## src/rtl/video_timing_gen.sv

```systemverilog
// video_timing_gen: raster timing generator with pixel divider, sync/active decode and position flags
module video_timing_gen #(
    parameter int H_ACTIVE = 640,
    parameter int H_FP     = 16,
    parameter int H_SYNC   = 96,
    parameter int H_BP     = 48,
    parameter int V_ACTIVE = 480,
    parameter int V_FP     = 10,
    parameter int V_SYNC   = 2,
    parameter int V_BP     = 33,
    parameter int CLK_DIV  = 4,
    parameter bit SYNC_POL = 1'b0,
    localparam int H_TOTAL = H_ACTIVE + H_FP + H_SYNC + H_BP,
    localparam int V_TOTAL = V_ACTIVE + V_FP + V_SYNC + V_BP,
    localparam int CW      = $clog2(H_TOTAL),
    localparam int RW      = $clog2(V_TOTAL),
    localparam int AW      = $clog2(H_ACTIVE * V_ACTIVE)
) (
    input  logic          clk,
    input  logic          rst,
    input  logic          enable,
    output logic          pixel_tick,
    output logic          hsync,
    output logic          vsync,
    output logic          active,
    output logic [CW-1:0] counter_out_col,
    output logic [RW-1:0] counter_out_row,
    output logic [AW-1:0] counter_out_addr,
    output logic          flag_col,
    output logic          flag_row,
    output logic          flag_addr
);
    localparam int DW = CLK_DIV > 1 ? $clog2(CLK_DIV) : 1;
    localparam int A_LAST = H_ACTIVE * V_ACTIVE - 1;
    logic [DW-1:0] div_q, div_d;
    logic [CW-1:0] col_d;
    logic [RW-1:0] row_d;
    logic [AW-1:0] addr_d;
    logic col_end, row_end, act_now, act_d, hs_d, vs_d, fc_d, fr_d, fa_d;
    // Next-state counters and decode of the outputs from the next position so both register together
    always_comb begin
        pixel_tick = enable && !rst && div_q == DW'(CLK_DIV - 1);
        div_d = enable ? (div_q == DW'(CLK_DIV - 1) ? '0 : div_q + DW'(1)) : div_q;
        col_end = counter_out_col == CW'(H_TOTAL - 1);
        row_end = counter_out_row == RW'(V_TOTAL - 1);
        act_now = counter_out_col < CW'(H_ACTIVE) && counter_out_row < RW'(V_ACTIVE);
        col_d = pixel_tick ? (col_end ? '0 : counter_out_col + CW'(1)) : counter_out_col;
        row_d = pixel_tick && col_end ? (row_end ? '0 : counter_out_row + RW'(1)) : counter_out_row;
        addr_d = pixel_tick && col_end && row_end ? '0 :
                 pixel_tick && act_now ? (counter_out_addr == AW'(A_LAST) ? '0 : counter_out_addr + AW'(1)) :
                 counter_out_addr;
        act_d = col_d < CW'(H_ACTIVE) && row_d < RW'(V_ACTIVE);
        hs_d = col_d >= CW'(H_ACTIVE + H_FP) && col_d < CW'(H_ACTIVE + H_FP + H_SYNC) ? SYNC_POL : !SYNC_POL;
        vs_d = row_d >= RW'(V_ACTIVE + V_FP) && row_d < RW'(V_ACTIVE + V_FP + V_SYNC) ? SYNC_POL : !SYNC_POL;
        fc_d = col_d == CW'(H_TOTAL - 1);
        fr_d = fc_d && row_d == RW'(V_TOTAL - 1);
        fa_d = act_d && addr_d == AW'(A_LAST);
    end
    // Position and decoded outputs share one register stage; with enable low every _d equals its _q
    always_ff @(posedge clk) begin
        if (rst) begin
            div_q <= '0;
            counter_out_col <= '0;
            counter_out_row <= '0;
            counter_out_addr <= '0;
            active <= 1'b1;
            hsync <= !SYNC_POL;
            vsync <= !SYNC_POL;
            flag_col <= 1'b0;
            flag_row <= 1'b0;
            flag_addr <= 1'b0;
        end else begin
            div_q <= div_d;
            counter_out_col <= col_d;
            counter_out_row <= row_d;
            counter_out_addr <= addr_d;
            active <= act_d;
            hsync <= hs_d;
            vsync <= vs_d;
            flag_col <= fc_d;
            flag_row <= fr_d;
            flag_addr <= fa_d;
        end
    end
endmodule

```

## config.mk

```make
export PLATFORM = sky130hd
export DESIGN_NAME = video_timing_gen
export DESIGN_NICKNAME = d
export VERILOG_FILES = /design/src/rtl/video_timing_gen.sv
export SDC_FILE = /design/constraint.sdc
export NUM_CORES = 1
export LEC_CHECK = 0
export ABC_AREA = 1
export ABC_CLOCK_PERIOD_IN_PS = 2400
export CELL_PAD_IN_SITES_DETAIL_PLACEMENT = 0
export CELL_PAD_IN_SITES_GLOBAL_PLACEMENT = 1
export CORE_AREA = 2 2 112 81
export CTS_CLUSTER_DIAMETER = 60
export DETAILED_ROUTE_END_ITERATION = 6
export DIE_AREA = 0 0 114 83
export PLACE_DENSITY = 0.79
export SETUP_SLACK_MARGIN = 0.2
export SLEW_MARGIN = 5
export SYNTH_ARGS = -nofsm -noshare
export SYNTH_HDL_FRONTEND = slang
export SYNTH_SLANG_ARGS = --single-unit
```

## constraint.sdc

```tcl
create_clock -name clk -period 2.4 [get_ports clk]
set_input_delay 0.72 -clock clk [delete_from_list [all_inputs] [get_ports clk]]
set_output_delay 0.72 -clock clk [all_outputs]
set_load 0.01 [all_outputs]
```

== Yosys cells after proc, flatten, opt, wreduce, memory -nomap -nowiden ==
Cells that the tools add are included.
Word-level totals
  register bits after elaboration: 47
  bits in latches: 0
  RAM bits: 0
  bits in read-only memories: 0
  logic and storage cells: 51
  memories kept: 0
Cells by class
  add/sub/neg operators: 4
  multipliers: 0
  divide/modulo/power cells: 0
  order comparisons: 8
  equal/unequal tests: 7
  shift operators: 0
  multiplexer cells: 10
  bitwise gates (word level): 0
  reductions and logical operators: 12
Operators by type and width (number)
  19-bit two-way mux: 3
  10-bit == test, second input constant: 4
  10-bit two-way mux: 4
  19-bit == test, second input constant: 2
  10-bit < comparator, second input constant: 3
  10-bit by 9-bit < comparator with 1-bit output, second input constant: 3
  10-bit by 1-bit adder with 10-bit output, second input constant: 2
  19-bit by 1-bit adder with 19-bit output, second input constant: 1
  1-bit logical AND: 11
  10-bit >= comparator, second input constant: 1
  10-bit by 9-bit >= comparator with 1-bit output, second input constant: 1
  2-bit by 1-bit adder with 2-bit output, second input constant: 1
  2-bit == test, second input constant: 1
  1-bit two-way mux: 2
  2-bit two-way mux: 1
  1-bit logical NOT: 1

== Longest topological paths before layout ==
  word-level depth: 8
  mapped depth: 16
  mapped depth without buffers: 15

== Worst setup path after synthesis ==
OpenSTA, ideal clock, no wires.
  path kind: input -> register
  start: in rst
  end: reg active
  library setup time: 0.114 ns
  data arrival time: 1.987 ns
  slack: 0.300 ns
  stages: 15
  buffers on the path: 1
  cell sequence: buf_6 > inv_6 > nand3_4 > clkinv_2 > nand2_1 > nor2_1 > nand2_1 > nand2_1 > inv_1 > nor2_1 > inv_1 > a21oi_1 > nor2_1 > nand2_1 > nand2_1
On the way
  cells in the longest elaborated chain, start to end: 7
  elaborated cells between the ends (all ways): 9
  classes of those cells: order compare: 2; mux: 2; reduce/logical: 5
Ends and longest elaborated chain
  start: declaration: RTL line 20  | input logic rst,
  1-bit logical NOT (*): RTL line 42  | pixel_tick = enable && !rst && div_q == DW'(CLK_DIV - 1);
  1-bit logical AND (*) (2 in a row): RTL line 42
  named net pixel_tick: RTL line 22  | output logic pixel_tick,
  1-bit logical AND: RTL line 48  | row_d = pixel_tick && col_end ? (row_end ? '0 : counter_out_row + RW'(1)) : counter_out_row;
  10-bit two-way mux: RTL line 48
  10-bit by 9-bit < comparator with 1-bit output: RTL line 52  | act_d = col_d < CW'(H_ACTIVE) && row_d < RW'(V_ACTIVE);
  1-bit logical AND (*): RTL line 52
  end signal: assignment: RTL line 77  | active <= act_d;
  end: declaration: RTL line 25  | output logic active,
The timed path passes the listed nets; every way through them passes the cells marked *.
A chain may end at the register's enable or synchronous reset.

== Worst setup path in the final report ==
  start: reg counter_out_row[9]
  end: out counter_out_row[9]
RTL lines
  start: declaration: RTL line 27  | output logic [RW-1:0] counter_out_row,
  start signal: assignment: RTL line 75  | counter_out_row <= row_d;
No word-level cell between the ends.

==> results.tsv <==
metric	value	unit
n_diodes	0	
maxcap violations	0	
TritonCTS clock tree	built	
hold_buf cts	0	
die height	83	microns
most frequent cells in the layout	nand2_1 (124), nor2_1 (86), inv_1 (64)	
clock network fraction of total power	0.453	
Core Box Area	0.00834	sq mm
Placement Cell Area	0.00389	sq mm
final period utilization	0.887	
Synth Area in Simple Gates	0.464	
total CTS buffers	5	
Synth Area in XOR/XNOR	0.0214	
Slew @ Worst Pin	388	ps
CTS Buffer Depth	2	
vias in the first global route	3023	
CTS root buffer	clkbuf_16	
Logic pwr share	0.036	
post-route ant nets	0	
top cell type by total area after synthesis	dfxtp_1	
Netlist cell types	33	
Yosys reg bits	47	
drt initial violations	259	
die footprint	0.00946	sq mm
total number of vias	3287	
Syn Area/Cell	6.12	sq um
Power Dens Cells	372	mW/mm^2
number of I/O pins	49	
Sw Pwr	0.349	mW
worst hold slack	538	ps
CP Launch Type	flip-flop	
Avg WL per Cell	13.1	microns
largest fanout on the critical path	6	
status	finished clean	
final WL	8960	microns
first-pass GRT wire length	14900	microns
Layout Cell Area excl Fill	0.00414	sq mm
Switching Fraction	0.227	
initial antenna violation count	0	
vias per inst	4.79	
CP endpoint kind	output port	
Synth Net Count	476	
PortBufs	48	
share of the synthesized area in the top cell type	0.329	
cell count after synthesis	468	
GRT overflow	0	
Nets	588	
CP peak stage delay	600	ps
cells along the critical path	clkdlybuf4s50_1	
endpoints failing setup	0	
largest family of logic cells by synthesized area	simple AND/OR/NAND/NOR gates	
clock slew at reported path FFs	70	ps
Synth Area in Compound Gates	0.0581	
worst r2r path cells	12	
Top Family by Delay on Critical Path	buffers and inverters	
Pins Over Slew Limit	0	
P_leak	1.71	nW
Post-synth EDFFs	0	
layout cell share with drive strength beyond 1	0.172	
VDD IR max	277	uV
routability cong.	0.887	
WP buf/inv	1	
RSZ-0062 raised after global routing	false	
commonest non-fill, non-tap cell in the layout	nand2_1	
largest net degree at the start of global routing	28	
crit path kind	flip-flop to output port	
relative slew slack	0.740	
Layout area overhead	44.6	%
Final Hold Viols	0	
Arr. time, crit path	1410	ps
Final min period	2130	ps
Netlist Area Pre-Place	0.00286	sq mm
critical-path cell with the highest stage delay	clkdlybuf4s50_1	
htree depth	2	
Top FF cell, synth	dfxtp_1	
Synth Area in Adders	0.0218	
Worst path depth	1	
die width	114	microns
Critical Path RT	1680	ps
Seq. cell area	945	sq um
post-synthesis mux area share	0	
TritonCTS Sinks	47	
FILL cells	890	
FMAX	470	MHz
FFs w/ async S/R, synth	0	
Initial Util	0.343	
# rows	28	
synth warn	0	
largest cells by area after synthesis	dfxtp_1 (33%), nand2_1 (16%), nor2_1 (12%)	
DP Wirelength	6770	microns
share of power burned in registers	0.511	
Multi-input gate area	0.00171	sq mm
total track usage	0.196	
Internal	1.19	mW
Clock Latency Late Sink	290	ps
HP Class	flip-flop to flip-flop	
DR pass1 iterations	5	
clk_skew	5.09	ps
cell depth of the worst min-delay path	2	
sequential share of the synthesized area	0.329	
residual DRC count	0	
[metal layers]
layer	vias up	wire, microns	part of all wire	GRT usage
li1	1700	-	-	-
met1	1490	4610	0.52	0.299
met2	90	3770	0.42	0.288
met3	7	484	0.054	0.0314
met4	0	86	0.0096	0.0410
met5	-	0	0	0
[cells in the mapped netlist, types with 2 or more instances]
master / count
clkbuf_1: 2
dfxtp_1: 47
nand3b_1: 2
nor2_1: 92
a21oi_1: 16
o21ai_1: 2
xor2_1: 6
nand3_1: 46
ha_1: 5
nand4_1: 13
o21bai_1: 2
o21ai_0: 11
nand2_1: 124
nor3_1: 14
nor2_2: 3
buf_6: 3
inv_1: 64
[through the flow]
stage	setup slack (ps)	TNS, ps	util	total power [mW]	std cells
global placement	-291	-4110	0.466	0.858	674
floorplan	300	0	-	0.835	468
CTS	229	0	0.486	1.57	684
detailed placement	-353	-5130	0.466	0.860	674
finish	271	0	0.497	1.54	686
global route	196	0	0.497	1.60	686
[area by class of cell]
type                       count  share of cell area
clock buffer                   6              0.0311
clock inverter                 2             0.00302
inverter                      66              0.0613
multi-input combinational    349               0.412
sequential                    47               0.228
tap                          105              0.0317
timing repair buffer         111               0.233
[cells by family (layout without fill, tap and decap cells)]
family,count (synthesis),after routing
adders and majority gates,5,5
and+or+nand+nor,304,305
DFF,47,47
buffers and inverters,73,185
xor gates and xnor gates,7,7
AOI/OAI and AO/OA,32,32
[flip-flops by register name (all words and copies together), names as in the netlist]
signal	count
active	1
hsync	1
counter_out_row	10
flag_row	1
counter_out_col	10
flag_col	1
flag_addr	1
counter_out_addr	19
vsync	1
div_q	2
[final timing paths]
path                                          from                 end  slack [ps]
worst max-delay path            counter_out_row[9]  counter_out_row[9]         270
worst min-delay path                      div_q[0]            div_q[0]         540
worst max register to register  counter_out_row[6]           flag_addr         420
worst min register to register            div_q[0]            div_q[0]         540
[tightest hold or removal path, cell delays in order, from the launching register on]
cell and delay [ps]:
dfxtp_1 350, a21oi_1 70, nor2_1 80
[power by group through the flow]
stage | combinational, mW | clock (mW) | sequential [mW]
after floorplan | 0.0294 | 0 | 0.805
after CTS | 0.0537 | 0.726 | 0.787
after global placement | 0.0530 | 0 | 0.805
after detailed placement | 0.0539 | 0 | 0.806
final | 0.0547 | 0.699 | 0.788
after global routing | 0.0610 | 0.748 | 0.788
[repair_timing]
item | CTS | global route
cloned | 1 | 0
resized for setup | 7 | 24
pin swaps | 1 | 4
buffers inserted | 1 | 2
endpoints found under the setup margin | 24 | 18
Note: power is estimated with default switching activity, not from simulation.
